--- config.mk ---
export PLATFORM = sky130hd
export DESIGN_NAME = fetch_queue
export DESIGN_NICKNAME = d
export VERILOG_FILES = /design/src/rtl/fetch_queue.sv
export SDC_FILE = /design/constraint.sdc
export NUM_CORES = 1
export LEC_CHECK = 0
export ABC_AREA = 1
export CAP_MARGIN = 10
export CORE_MARGIN = 5
export CORE_UTILIZATION = 40
export DETAILED_ROUTE_END_ITERATION = 6
export GPL_ROUTABILITY_DRIVEN = 0
export PLACE_DENSITY_LB_ADDON = 0.25
export SYNTH_ARGS = -nofsm -noshare
export SYNTH_HDL_FRONTEND = slang
export SYNTH_SLANG_ARGS = --single-unit
export TNS_END_PERCENT = 20
--- constraint.sdc ---
create_clock -name clk -period 6.7 [get_ports clk]
set_clock_uncertainty 0.15 [all_clocks]
set_input_delay 1.34 -clock clk [delete_from_list [all_inputs] [get_ports clk]]
set_output_delay 1.34 -clock clk [all_outputs]
set_load 0.05 [all_outputs]
--- src/rtl/fetch_queue.sv ---
// Instruction prefetch queue: generates sequential fetch PCs, buffers {instr, pc}
// pairs from imem and hands the oldest one to the decoder via valid/ready.
module fetch_queue #(
  parameter int unsigned      WIDTH    = 32,
  parameter int unsigned      DEPTH    = 4,
  parameter logic [WIDTH-1:0] RESET_PC = '0
) (
  input  logic                       clk,
  input  logic                       reset,
  input  logic                       fetch_en,
  output logic [WIDTH-1:0]           imem_addr,
  input  logic [WIDTH-1:0]           imem_rd,
  input  logic                       redirect,
  input  logic [WIDTH-1:0]           redirect_pc,
  output logic                       dec_valid,
  input  logic                       dec_ready,
  output logic [WIDTH-1:0]           dec_instr,
  output logic [WIDTH-1:0]           dec_pc,
  output logic [$clog2(DEPTH):0]     count,
  output logic                       full
);

  localparam int unsigned PTR_W = $clog2(DEPTH);
  localparam int unsigned CNT_W = PTR_W + 1;

  logic [WIDTH-1:0] instr_q [DEPTH];
  logic [WIDTH-1:0] epc_q   [DEPTH];

  logic [WIDTH-1:0] pc_q, pc_d;
  logic [PTR_W-1:0] wr_q, wr_d;
  logic [PTR_W-1:0] rd_q, rd_d;
  logic [CNT_W-1:0] cnt_q, cnt_d;
  logic             valid_q, valid_d;
  logic             full_q, full_d;
  logic             pop_c;
  logic             push_c;

  assign pop_c  = valid_q & dec_ready;
  assign push_c = fetch_en & ~redirect & (~full_q | pop_c);

  // Next-state: redirect flushes everything and retargets the fetch PC.
  always_comb begin
    pc_d  = pc_q;
    wr_d  = wr_q;
    rd_d  = rd_q;
    cnt_d = cnt_q;
    if (redirect) begin
      pc_d  = redirect_pc;
      wr_d  = '0;
      rd_d  = '0;
      cnt_d = '0;
    end else begin
      if (push_c) begin
        wr_d = wr_q + PTR_W'(1);
        pc_d = pc_q + WIDTH'(4);
      end
      if (pop_c) begin
        rd_d = rd_q + PTR_W'(1);
      end
      cnt_d = cnt_q + CNT_W'(push_c) - CNT_W'(pop_c);
    end
    valid_d = (cnt_d != '0);
    full_d  = (cnt_d == CNT_W'(DEPTH));
  end

  always_ff @(posedge clk) begin
    if (!reset) begin
      pc_q    <= RESET_PC;
      wr_q    <= '0;
      rd_q    <= '0;
      cnt_q   <= '0;
      valid_q <= 1'b0;
      full_q  <= 1'b0;
    end else begin
      pc_q    <= pc_d;
      wr_q    <= wr_d;
      rd_q    <= rd_d;
      cnt_q   <= cnt_d;
      valid_q <= valid_d;
      full_q  <= full_d;
    end
  end

  // Storage needs no reset: entries are only observed while counted valid.
  always_ff @(posedge clk) begin
    if (push_c) begin
      instr_q[wr_q] <= imem_rd;
      epc_q[wr_q]   <= pc_q;
    end
  end

  assign imem_addr = pc_q;
  assign dec_valid = valid_q;
  assign dec_instr = valid_q ? instr_q[rd_q] : '0;
  assign dec_pc    = valid_q ? epc_q[rd_q] : '0;
  assign count     = cnt_q;
  assign full      = full_q;

endmodule

==> summary by stage <==
Critical path
On the critical path, the stage with the largest delay is an instance of clkdlybuf4s50_1. The worst path arrival time is 3.55 ns. The critical path goes through clkinv_2 > buf_4 > o21ai_0 > a21oi_1 > clkdlybuf4s50_1. Setup slack on the worst reg-to-reg path comes out at 3.31 ns. The setup path with the least slack is of type flop to primary output. The critical path launch point type is a flop. STA puts the critical path data required time at 5.21 ns. Of all nets on the critical path, the largest fanout is 88. On the worst path, the slowest cell contributes a delay of 0.87 ns. The worst setup path is captured at a primary output.

Layout
0 antenna diodes ended up in the layout. The sequential cells in the finished layout cover a total of 0.008556 mm^2. In the final layout, the share of cells above drive strength 1 is 6.447%.

The layout net count is 1420. The fill cell instance count of the final layout is 2741. The layout overhead on the synthesized area is 24.06%.

The finished layout holds 1761 standard cells, fillers aside. The area of the multi-input gates is 0.003498 mm^2.

Clock network
The tree is rooted in a clkbuf_16. The number of gates resized after CTS was 0. The number of hold-repair buffers added at the cts stage is 0. The clock insertion delay at the later pin of the skew report is 0.54 ns.

The longest clock path from root to sink contains 3 buffers. The number of buffers created by CTS is 30. The TritonCTS sink count is 299.

TritonCTS built the clock tree. In this run the number of H-tree levels came out at 1. The post-CTS setup buffer count is 0.

The clock-pin slew on the worst setup and hold paths is 0.06 ns.

Route
The routed design has 30760 um of wire. The remaining antenna violation count after routing is 0. The pre-antenna-repair detailed-routing pass consisted of 7 iterations. The DRC violations left is 0. The number of vias in the routed layout is 8911. The wire length per cell is 17.47 um. The first routing iteration left 573 violations. After detailed routing, the number of vias per cell comes to 5.060.

Pwr
Across the VDD grid, the largest voltage drop is 0.2101 mV. The static power due to leakage is 5.343 nW. The post-route total power is 4.125 mW. The power density over cell area is 265.4 mW/mm^2.

Floorplanning
The height of the chip is 187.0 um. The initialized floorplan defines 64 standard-cell rows. In this run the standard cell core region covers 0.03075 mm^2. In this run the horizontal extent of the chip is 187.0 um. The initial core utilization is 40.73%. The I/O pin count is 170. The die outline area is 0.03495 mm^2.

Logic synthesis
During synthesis, Yosys emitted a total of 0 warnings. The number of enable flip-flop cells after synthesis is 256. The number of synthesized register bits is 299. By area the synthesized netlist is led by edfxtp_1 (61%), nor2_1 (8.9%), dfxtp_1 (6.9%), o21ai_0 (6.2%), nand2_1 (3.8%). nor2_1 is the most common cell in the netlist.

By count the netlist is led by nor2_1 (298), edfxtp_1 (256), o21ai_0 (155). A synthesized cell averages 10.54 um^2. The largest total area in the synthesized netlist belongs to edfxtp_1. Counting every instance in the synthesized netlist gives 1188.

The synthesized design devotes to its leading area cell type 61.37% of total area. The unique cell type count in the Yosys netlist is 29. The fraction of synthesis flops using an asynchronous set or reset pin is 0%. When the netlist entered floorplanning its net count stood at 1265. The synthesized netlist occupies a cell area of 0.01253 mm^2. The top flip-flop cell by instance count after synthesis is edfxtp_1.

Of the synthesized area, sequential elements account for 68.24%.

GRT
Global routing consumed, over all layers together, 17.18% of the routing resources. Global routing used 3.005% of the available met3 tracks. The global routing usage on met2 is 29.01%.

Entering global routing, the biggest net connects 89 pins. The number of antenna violations at the first check in global routing was 0. The first-pass GRT wire length is 49050 um. The number of global-route vias before repair was 8882. The overall overflow remaining after global route is 0.

The global routing stage identified its most utilized layer as met2. Global routing consumed, on the met1 layer, 23.76% of the routing resources.

Placed design
In this run, placement finished with an instance count of 1707. The count of buffers added on input and output ports is 169. The wire-length estimate of the detail-placed layout is 18750 um.

STA
Measured against its own limit, the worst slew margin works out to 35.85%. The max-slew violation count is 0. Setup repair after global routing left no endpoint under its margin.

Setup violations remaining at the end of the flow were counted as 0. The clock period could shrink to 5.036 ns. The total count of hold-check failures in the final report came to 0. On the final layout, the worst hold slack is 0.3364 ns. At the pin with the least slew margin, the transition time is 0.9623 ns.

The period utilization is 75.16%. The setup TNS is 0 ns. The highest clock rate is 198.6 MHz.

Run status
The run finished with clean final reports.

Job
The number of maximum-capacitance constraint violations is 0.

Worst hold path
The path class of the tightest hold or removal check is flop to flop.
worst max-delay path: cells and delay by family, from the launching register on:
| kind | cells | cell delay, ns |
|---|---|---|
| AOI/OAI and AO/OA | 2 | 0.49 |
| DFF | 1 | 0.48 |
| buffers and inverters | 3 | 2.02 |
report_power, final:
part	switching [mW]	internal, mW	total [mW]	leakage [nW]
Combinational	0.283	0.139	0.422	2.18
Clock	0.662	0.925	1.59	0.456
Sequential	0.0468	2.07	2.12	2.70
through the flow:
step                      cell area, um^2  utilization (%)  worst slack [ns]
final                               15540            50.54             1.664
after global routing                15540            50.54             1.329
after CTS                           15540            50.54             1.493
after detailed placement            14610            47.51             1.867
after global placement              14610            47.51             1.941
after floorplan                     12530                -             1.511
routing by layer:
metal  part of all wire [%]  vias up
li1                       -     4366
met4                    1.3        0
met5                      0        -
met3                    5.9       28
met2                     47      285
met1                     45     4232
cell usage in the layout, fill, tap and decap left out, drive strengths merged:
cell type	synthesis	final
a21oi	89	89
a31oi	8	8
and2	3	3
buf	34	11
bufinv	0	2
clkbuf	23	42
clkdlybuf4s50	0	169
clkinv	0	10
dfxtp	43	43
edfxtp	256	256
fa	1	1
ha	7	7
inv	69	69
nand2	133	133
nand3	35	35
nand3b	1	1
nand4	1	1
nor2	313	313
nor3	2	2
o21ai	162	162
or2	1	1
xnor2	3	3
xor2	4	4
kinds of logic after synthesis:
group,Yosys count,share of synthesized area [%]
and+or+nand+nor,489,15.91
DFF,299,68.24
AOI/OAI and AO/OA,259,10.43
buffers and inverters,126,4.066
adders and majority gates,8,0.8590
xor gates and xnor gates,7,0.4895
final timing paths:
kind / from / to / cells past startpoint
hold / removal: rd_q[0]$_SDFFE_PP0P_ / rd_q[0]$_SDFFE_PP0P_ / 1
setup / recovery: flop / dec_pc[13] / 5
hold reg to reg: rd_q[0]$_SDFFE_PP0P_ / rd_q[0]$_SDFFE_PP0P_ / 1
setup reg to reg: dec_valid$_SDFF_PN0_ / instr_q[0][12]$_DFFE_PP_ / 7
state kept, by name (all words and copies together) (netlist names), named ones only:
| name | cells |
|---|---|
| epc_q | 128 |
| instr_q | 128 |
| imem_addr | 32 |
| count | 3 |
| rd_q | 2 |
| wr_q | 2 |
| dec_valid | 1 |
| full | 1 |
cell type report:
| type | count | share of cell area [%] |
|---|---|---|
| Sequential cell | 299 | 55.06 |
| Multi-Input combinational cell | 763 | 22.51 |
| Timing Repair Buffer | 180 | 11.58 |
| Clock buffer | 42 | 5.258 |
| Tap cell | 396 | 3.188 |
| Inverter | 69 | 1.675 |
| Clock inverter | 12 | 0.7327 |
Power figures use the tool's default switching activity.
